`src/rtl/bcd_counter_4dig.sv`:
```
// bcd_counter_4dig: four-digit BCD counter for a 7-segment display.
// A prescaler divides enabled clk cycles by PRESCALE. Each prescaler wrap
// applies one count step to the digits. A synchronous load presets the
// digits. The asynchronous clr input clears the whole counter.
// Optional feature macro: BCD_COUNTER_DOWN_COUNT_EN. When it is defined, the
// up_dn input selects the count direction. When it is not defined, the
// counter counts up only and builds no borrow logic.

module bcd_counter_4dig #(
  parameter int unsigned PRESCALE = 500000
) (
  input  logic        clk,
  input  logic        clr,
  input  logic        en,
  input  logic        up_dn,
  input  logic        load,
  input  logic [15:0] load_val,
  output logic [3:0]  ones,
  output logic [3:0]  tens,
  output logic [3:0]  hundreds,
  output logic [3:0]  thousands,
  output logic        tick,
  output logic        ovf
);

  localparam int unsigned DIG_W   = 4;
  localparam int unsigned NUM_DIG = 4;
  localparam int unsigned PCNT_W  = (PRESCALE > 1) ? $clog2(PRESCALE) : 1;
  localparam logic [PCNT_W-1:0] PCNT_LAST = PCNT_W'(PRESCALE - 1);

  typedef logic [NUM_DIG-1:0][DIG_W-1:0] digits_t;

  // Registered state. Digit index 0 is ones and index 3 is thousands.
  logic [PCNT_W-1:0] pcnt_q;
  logic [PCNT_W-1:0] pcnt_d;
  digits_t           digits_q;
  digits_t           digits_d;
  logic              tick_q;
  logic              tick_d;
  logic              ovf_q;
  logic              ovf_d;

  // Combinational helpers.
  digits_t           digits_step_c;
  digits_t           load_digits_c;
  digits_t           load_raw_c;
  logic              wrap_c;
  logic              step_c;

  // Add one to a single digit. The result is {carry_out, new_digit}.
  // Any value of 9 or more rolls over to 0, so the digit stays in BCD range.
  function automatic logic [DIG_W:0] digit_inc(input logic [DIG_W-1:0] d);
    logic [DIG_W:0] r;
    if (d >= DIG_W'(9)) r = {1'b1, DIG_W'(0)};
    else                r = {1'b0, d + DIG_W'(1)};
    return r;
  endfunction

`ifdef BCD_COUNTER_DOWN_COUNT_EN
  // Subtract one from a single digit. The result is {borrow_out, new_digit}.
  // An out-of-range value is treated like 0 and becomes 9.
  function automatic logic [DIG_W:0] digit_dec(input logic [DIG_W-1:0] d);
    logic [DIG_W:0] r;
    if (d == DIG_W'(0) || d > DIG_W'(9)) r = {1'b1, DIG_W'(9)};
    else                                 r = {1'b0, d - DIG_W'(1)};
    return r;
  endfunction
`endif

  // Clamp a preset nibble to BCD. Any value above 9 loads as 0.
  function automatic logic [DIG_W-1:0] bcd_clip(input logic [DIG_W-1:0] n);
    return (n > DIG_W'(9)) ? DIG_W'(0) : n;
  endfunction

`ifndef BCD_COUNTER_DOWN_COUNT_EN
  // up_dn is unused in the up-only build.
  logic unused_up_dn;
  assign unused_up_dn = up_dn;
`endif

  // A step is due on an enabled cycle that closes the prescaler period.
  assign step_c = en && (pcnt_q == PCNT_LAST);

  // Ripple the carry (or borrow) from ones to thousands. A carry out of
  // thousands marks a wrap.
  always_comb begin
    logic           c;
    logic [DIG_W:0] r;
    digits_step_c = digits_q;
    c             = 1'b1;
    r             = '0;
    for (int i = 0; i < int'(NUM_DIG); i++) begin
      r = '0;
      if (c) begin
`ifdef BCD_COUNTER_DOWN_COUNT_EN
        r = up_dn ? digit_inc(digits_q[i]) : digit_dec(digits_q[i]);
`else
        r = digit_inc(digits_q[i]);
`endif
        digits_step_c[i] = r[DIG_W-1:0];
        c                = r[DIG_W];
      end
    end
    wrap_c = c;
  end

  // Clamp each preset nibble on its own.
  always_comb begin
    load_raw_c    = digits_t'(load_val);
    load_digits_c = load_raw_c;
    for (int i = 0; i < int'(NUM_DIG); i++) begin
      load_digits_c[i] = bcd_clip(load_raw_c[i]);
    end
  end

  // Next-state logic. Load wins over a step in the same cycle, and en low
  // holds everything.
  always_comb begin
    pcnt_d   = pcnt_q;
    digits_d = digits_q;
    tick_d   = 1'b0;
    ovf_d    = 1'b0;
    if (load) begin
      digits_d = load_digits_c;
      pcnt_d   = '0;
    end else if (step_c) begin
      pcnt_d   = '0;
      digits_d = digits_step_c;
      tick_d   = 1'b1;
      ovf_d    = wrap_c;
    end else if (en) begin
      pcnt_d   = pcnt_q + PCNT_W'(1);
    end
  end

  // State registers. clr clears them asynchronously.
  always_ff @(posedge clk or posedge clr) begin
    if (clr) begin
      pcnt_q   <= '0;
      digits_q <= '0;
      tick_q   <= 1'b0;
      ovf_q    <= 1'b0;
    end else begin
      pcnt_q   <= pcnt_d;
      digits_q <= digits_d;
      tick_q   <= tick_d;
      ovf_q    <= ovf_d;
    end
  end

  assign ones      = digits_q[0];
  assign tens      = digits_q[1];
  assign hundreds  = digits_q[2];
  assign thousands = digits_q[3];
  assign tick      = tick_q;
  assign ovf       = ovf_q;

endmodule
```
`config.mk`:
```
export PLATFORM = sky130hd
export DESIGN_NAME = bcd_counter_4dig
export DESIGN_NICKNAME = d
export VERILOG_FILES = /design/src/rtl/bcd_counter_4dig.sv
export SDC_FILE = /design/constraint.sdc
export NUM_CORES = 1
export LEC_CHECK = 0
export ABC_AREA = 0
export ABC_CLOCK_PERIOD_IN_PS = 3000
export CORE_MARGIN = 2
export CORE_UTILIZATION = 25
export CTS_CLUSTER_DIAMETER = 40
export DETAILED_ROUTE_END_ITERATION = 8
export GPL_TIMING_DRIVEN = 0
export PLACE_DENSITY = 0.54
export SLEW_MARGIN = 20
export SYNTH_ARGS = -nofsm -noshare
export SYNTH_HDL_FRONTEND = slang
export SYNTH_SLANG_ARGS = --single-unit
```
`constraint.sdc`:
```
create_clock -name clk -period 3 [get_ports clk]
set_input_delay 0.3 -clock clk [delete_from_list [all_inputs] [get_ports clk]]
set_output_delay 0.3 -clock clk [all_outputs]
set_load 0.02 [all_outputs]
```
==> run_results.csv, run 1 <==
group,metric,value,unit
status,status,"complete, no violations",
grt,grt_start_max_net_pins,33,
layout,layout_common_cells,"dfrtp_1 (37), clkdlybuf4s50_1 (36), nor2_1 (29)",
clock_tree,clkSinkCount,37,
sta,fmax,355,MHz
synthesis,synthFlopType,"dfrtp_1",
layout,nNetsFinal,335,
layout,antenna_cells,0,
synthesis,yosys.area.top_type,"dfrtp_1",
clock_tree,clockBufferDepth,2,
synthesis,yosys_register_bits,37,
layout,layout_commonest_cell,"dfrtp_1",
clock_tree,numCtsBuffers,5,
grt,grt_overflow,0,
grt,grt_pass1_vias,2059,
floorplanning,pin_count,39,
sta,rsz0062_at_grt,"false",
sta,tns,0,ps
min_path,hp-class,"in2async",
sta,clock_skew,16.2,ps
drt,drt_iter0_markers,120,
worst_setup_path,crit_arrival,2980,ps
sta,min_period,2820,ps
sta,worstMarginPinSlew,1010,ps
synthesis,yosys_warnings,0,
synthesis,syn_inst,257,
synthesis,ys_seq_area_frac,0.403,
power,powerDensity,406,nW/um^2
synthesis,yosys-top-cells-area,"dfrtp_1 (40%), ha_1 (7.1%), nor2_1 (4.7%), xor2_1 (4.2%), nand2_1 (4.1%)",
worst_setup_path,r2r_start,"pcnt_q[9]",
synthesis,syn_nets,291,
grt,grt_pass1_wl,10200,um
floorplanning,die_w,99.9,um
synthesis,syn_area,2300,sq um
sta,slew_viol_final,0,
clock_tree,post-cts-setup-buffer-count,0,
worst_setup_path,cp.required,3170,ps
clock_tree,clkLatencyLatePin,310,ps
drt,wl_per_cell,15.0,um
drt,vias,2082,
clock_tree,root_buffer,"clkbuf_8",
place,numPortBuffers,36,
sta,period_share,0.938,
worst_setup_path,cp-end-kind,"flip-flop",
worst_setup_path,start_kind,"flip-flop",
worst_setup_path,crit_type,"reg2reg",
floorplanning,fp.dieH,99.9,um
synthesis,synthDistinctLibCells,46,
synthesis,synth.top_cell.area_share,0.403,
clock_tree,htreeDepth,2,
place,place_hpwl,4530,um
sta,finalSetupViolations,0,
layout,nFillCells,901,
place,dp_slack,62.3,ps
drt,route.detailed.drc,0,
clock_tree,cts_tree,"yes",
drt,routed_via_density,5.08,
power,vdd_drop_max,0.182,mV
worst_setup_path,reg2reg_slack,180,ps
worst_setup_path,cp_max_fo,10,
drt,ant_nets,0,
layout,drive_above_1_share,0.0795,
synthesis,synth_edf_count,0,
synthesis,synth-async-reset-ratio,1.00,
sta,hold_viol,0,
worst_setup_path,r2r_cells,8,
drt,firstDrtPassIters,4,
layout,syn2layout_area_growth,26.6,%
floorplanning,start_util,0.261,
floorplanning,core,8810,sq um
job,max_cap_violations,0,
clock_tree,clkTransAtPathRegs,90,ps
sta,setup_slack,185,ps
grt,antenna_found_initial,0,
floorplanning,rows,34,
power,p_leak,0.00119,uW
grt,grt_usage,0.129,
worst_setup_path,r2r_end,"pcnt_q[3]",
floorplanning,design.die.area,9980,sq um
sta,maxSlewHeadroom,0.323,
synthesis,avgSynthCellArea,8.95,sq um
drt,totalWireLength,6170,um
place,gp_congestion,0.759,
==> cell type report <==
type                       count  area, sq um  area share
inverter                      14         52.6      0.0180
buffer                         9         43.8      0.0150
clock inverter                 3         22.5     0.00774
sequential                    37          926       0.318
multi-input combinational    197         1280       0.440
tap                          108          135      0.0464
timing repair buffer          37          380       0.131
clock buffer                   5         68.8      0.0236
==> through the flow <==
step / area, sq um / hold slack (ps) / total power (uW) / utilization / cells
6_report: 2910 / 191 / 1180 / 0.331 / 410
5_1_grt: 2910 / 191 / 1260 / 0.331 / 410
4_1_cts: 2910 / 191 / 1200 / 0.330 / 410
3_5_place_dp: 2820 / 528 / 833 / 0.320 / 402
3_3_place_gp: 2800 / 534 / 829 / 0.317 / 401
2_1_floorplan: 2300 / 409 / 710 / - / 257
==> worst max-delay path by stage <==
stage               slack (ps)  startpoint           end  depth (start not counted)
global route                 5   pcnt_q[9]     pcnt_q[3]                          8
finish                     180   pcnt_q[9]     pcnt_q[3]                          8
global placement           100   pcnt_q[9]  thousands[1]                          7
CTS                         60   pcnt_q[9]  thousands[1]                          7
floorplan                  440  pcnt_q[12]       ones[3]                          7
detailed placement          60   pcnt_q[9]  thousands[1]                          7
==> report_power, final <==
part / switching [uW] / internal [uW] / leakage [uW]
logic: 145 / 122 / 0.000662
clock network: 197 / 163 / 0.0000364
registers: 33.4 / 524 / 0.000492
==> state kept, by name, indices dropped and copies added (netlist names) <==
signal     count
ovf            1
pcnt_q        19
thousands      4
tens           4
ones           4
hundreds       4
tick           1
==> Yosys cell counts, drive strengths merged, types with 5 or more instances <==
cell,number
dfrtp,37
nor2,29
nand2,25
inv,14
ha,13
o21ai,13
a21oi,11
xor2,11
nand3,9
nand4,9
nor3,8
a31oi,6
clkbuf,6
and3,5
xnor2,5
==> metal layers <==
metal,vias to the layer above,track usage,routed length [um]
met4,0,0.0453,98
met2,41,0.197,2780
li1,1016,-,-
met5,-,0,0
met1,1016,0.185,3090
met3,9,0.0230,198
==> cells by family (layout without fill, tap and decap cells) <==
group                      after synthesis  in the layout  synth area share
and+or+nand+nor                        112            112             0.255
xor gates and xnor gates                16             16            0.0609
muxes                                    4              4            0.0185
AOI/OAI and AO/OA                       52             52             0.151
adders and majority gates               13             13            0.0707
DFF                                     37             37             0.403
buffers and inverters                   23             68            0.0419
==> what timing repair did <==
action | in CTS | in global routing
gates resized for setup | 0 | 1
hold buffers | 0 | 0
endpoints found under the setup margin | 0 | 4
==> worst max-delay path: stages, from the launching register on <==
cell and delay [ps]:
dfrtp_1 430, or4_1 520, or4_1 520, buf_2 170, or2_1 220, buf_6 140, nand2_1 180, clkbuf_1 390
nor2_1 100
Note: power is estimated with default switching activity, not from simulation.
==> run 2, diff against run 1 <==
--- a/config.mk
+++ b/config.mk
@@ -7,6 +7,7 @@
 export LEC_CHECK = 0
 export ABC_AREA = 0
 export ABC_CLOCK_PERIOD_IN_PS = 3000
+export CORE_ASPECT_RATIO = 0.6
 export CORE_MARGIN = 2
 export CORE_UTILIZATION = 25
 export CTS_CLUSTER_DIAMETER = 40
==> run 2 against run 1 <==
Against the previous run:
- final cell count rose by 1.5%
- sequential power is essentially flat
- sequential share of layout area decreased by 0.62 points
- clock skew shrank 11 ps
- first-iteration DRC count grew 42%
- critical path depth shrank 2
- combinational power hardly changed
- critical endpoint is now tens[3]
- die area rose by 0.25%
- register-to-register slack better by 70 ps
- maximum frequency is 2.5% higher
- cell area rose by 2.0%
- core utilization fell by 0.27 points
==> run_results.csv, run 2 (synthesized netlist as in run 1, its figures left out) <==
group,metric,value,unit
status,status,"complete, no violations",
drt,routed_via_density,4.88,
grt,grtUsageMet3,0.0402,
clock_tree,cts_tree,"yes",
worst_setup_path,r2r_cells,6,
sta,hold_viol,0,
worst_setup_path,reg2reg_slack,250,ps
worst_setup_path,crit_path_frequent_cell,"or4_1",
floorplanning,start_util,0.254,
clock_tree,htreeDepth,2,
sta,tns,0,ps
grt,grt_pass1_wl,9970,um
clock_tree,root_buffer,"clkbuf_16",
grt,antenna_found_initial,0,
clock_tree,clkLatencyLatePin,280,ps
worst_setup_path,r2r_start,"pcnt_q[9]",
sta,worstMarginPinSlew,899,ps
place,place_hpwl,4620,um
layout,nNetsFinal,334,
drt,firstDrtPassIters,4,
power,vdd_drop_max,0.258,mV
worst_setup_path,slowest_stage,"nor3_1",
grt,grt_overflow,0,
sta,maxSlewHeadroom,0.395,
sta,clock_skew,5.26,ps
job,max_cap_violations,0,
worst_setup_path,cpPeakStageDelay,540,ps
layout,drive_above_1_share,0.0733,
drt,wl_per_cell,14.7,um
clock_tree,clkSinkCount,37,
layout,largest_register_ffs,19,
sta,min_period,2750,ps
layout,layout_commonest_cell,"dfrtp_1",
place,numPortBuffers,36,
power,powerDensity,457,nW/um^2
clock_tree,clkTransAtPathRegs,60,ps
worst_setup_path,cp-end-kind,"flip-flop",
worst_setup_path,path_buf_inv,1,
grt,grt_pass1_vias,1916,
power,p_leak,0.00122,uW
worst_setup_path,r2r_end,"tens[3]",
clock_tree,postCtsHoldBufs,0,
grt,grt_util_met1,0.209,
sta,rsz0062_at_grt,"false",
worst_setup_path,crit_arrival,2920,ps
grt,use_met2,0.155,
grt,grt_start_max_net_pins,27,
drt,vias,2032,
floorplanning,die_w,128,um
layout,syn2layout_area_growth,29.1,%
drt,drt_iter0_markers,170,
floorplanning,pin_count,39,
worst_setup_path,cp_max_fo,6,
sta,finalSetupViolations,0,
place,gp_congestion,0.778,
floorplanning,design.die.area,10000,sq um
layout,regMostFlops,"pcnt_q",
worst_setup_path,path_delay_family,"simple AND/OR/NAND/NOR gates",
worst_setup_path,cp.required,3170,ps
floorplanning,core,9050,sq um
grt,top_usage_layer,"met1",
clock_tree,numCtsBuffers,5,
drt,ant_nets,0,
worst_setup_path,crit_type,"reg2reg",
layout,nFillCells,960,
place,dp_slack,83.9,ps
clock_tree,clockBufferDepth,2,
sta,fmax,364,MHz
layout,layout_common_cells,"dfrtp_1 (37), clkdlybuf4s50_1 (36), nor2_1 (29)",
floorplanning,rows,27,
sta,setup_slack,253,ps
drt,totalWireLength,6130,um
worst_setup_path,start_kind,"flip-flop",
floorplanning,fp.dieH,78.3,um
sta,period_share,0.916,
sta,slew_viol_final,0,
worst_setup_path,path_cells,"or4_1 -> or4_1 -> buf_2 -> nor3_1 -> a21boi_0 -> o31a_1",
drt,route.detailed.drc,0,
grt,grt_usage,0.129,
layout,antenna_cells,0,
min_path,hp-class,"in2async",
==> run 2: cell types whose count changed in the layout (fill, tap and decap cells not counted), sizes merged <==
cell      delta
clkinvlp     -3
clkbuf       +1
==> run 2: worst reg2reg max path, stage by stage, from the launching register on <==
cell      delay [ps]
dfrtp_1          430
or4_1            530
or4_1            520
buf_2            170
nor3_1           540
a21boi_0         180
o31a_1           270
==> run 2: worst max path at each step <==
stage | depth (start not counted) | start | to | slack (ps)
floorplan | 7 | pcnt_q[12] | ones[3] | 440
global placement | 7 | pcnt_q[9] | thousands[1] | 80
detailed placement | 7 | pcnt_q[9] | thousands[1] | 80
CTS | 7 | pcnt_q[9] | thousands[1] | 50
global route | 6 | pcnt_q[9] | tens[3] | 100
finish | 6 | pcnt_q[9] | tens[3] | 250
==> run 2: layout make-up <==
| cell class | count | area (sq um) | share of cell area |
|---|---|---|---|
| inverter | 14 | 52.6 | 0.0177 |
| sequential | 37 | 926 | 0.312 |
| clock buffer | 7 | 143 | 0.0480 |
| tap | 116 | 145 | 0.0489 |
| buffer | 8 | 40.0 | 0.0135 |
| timing repair buffer | 37 | 380 | 0.128 |
| multi-input combinational | 197 | 1280 | 0.432 |
==> run 2: per-stage QoR <==
step                      utilization  area, sq um  hold WS (ps)  total power [uW]  instances
final                           0.328         2970           283              1360        416
after global routing            0.328         2970           309              1430        416
after CTS                       0.328         2970           305              1370        417
after detailed placement        0.312         2830           534               836        410
after global placement          0.310         2810           539               831        409
after floorplan                     -         2300           409               710        257
==> run 2: layer usage <==
| metal | part of all wire | vias up |
|---|---|---|
| met5 | 0 | - |
| met4 | 0.013 | 0 |
| met3 | 0.075 | 6 |
| met2 | 0.36 | 64 |
| met1 | 0.56 | 949 |
| li1 | - | 1013 |
==> run 2: repair_timing <==
| action | CTS | global route |
|---|---|---|
| setup buffers | 0 | 0 |
| gates resized for setup | 0 | 1 |
| setup endpoints to repair | 0 | 4 |
==> run 2: report_power, final <==
part	internal (uW)	switching (uW)	leakage (uW)
logic	122	145	0.000661
clock network	326	203	0.0000700
registers	525	34.7	0.000492
total	973	383	0.00122
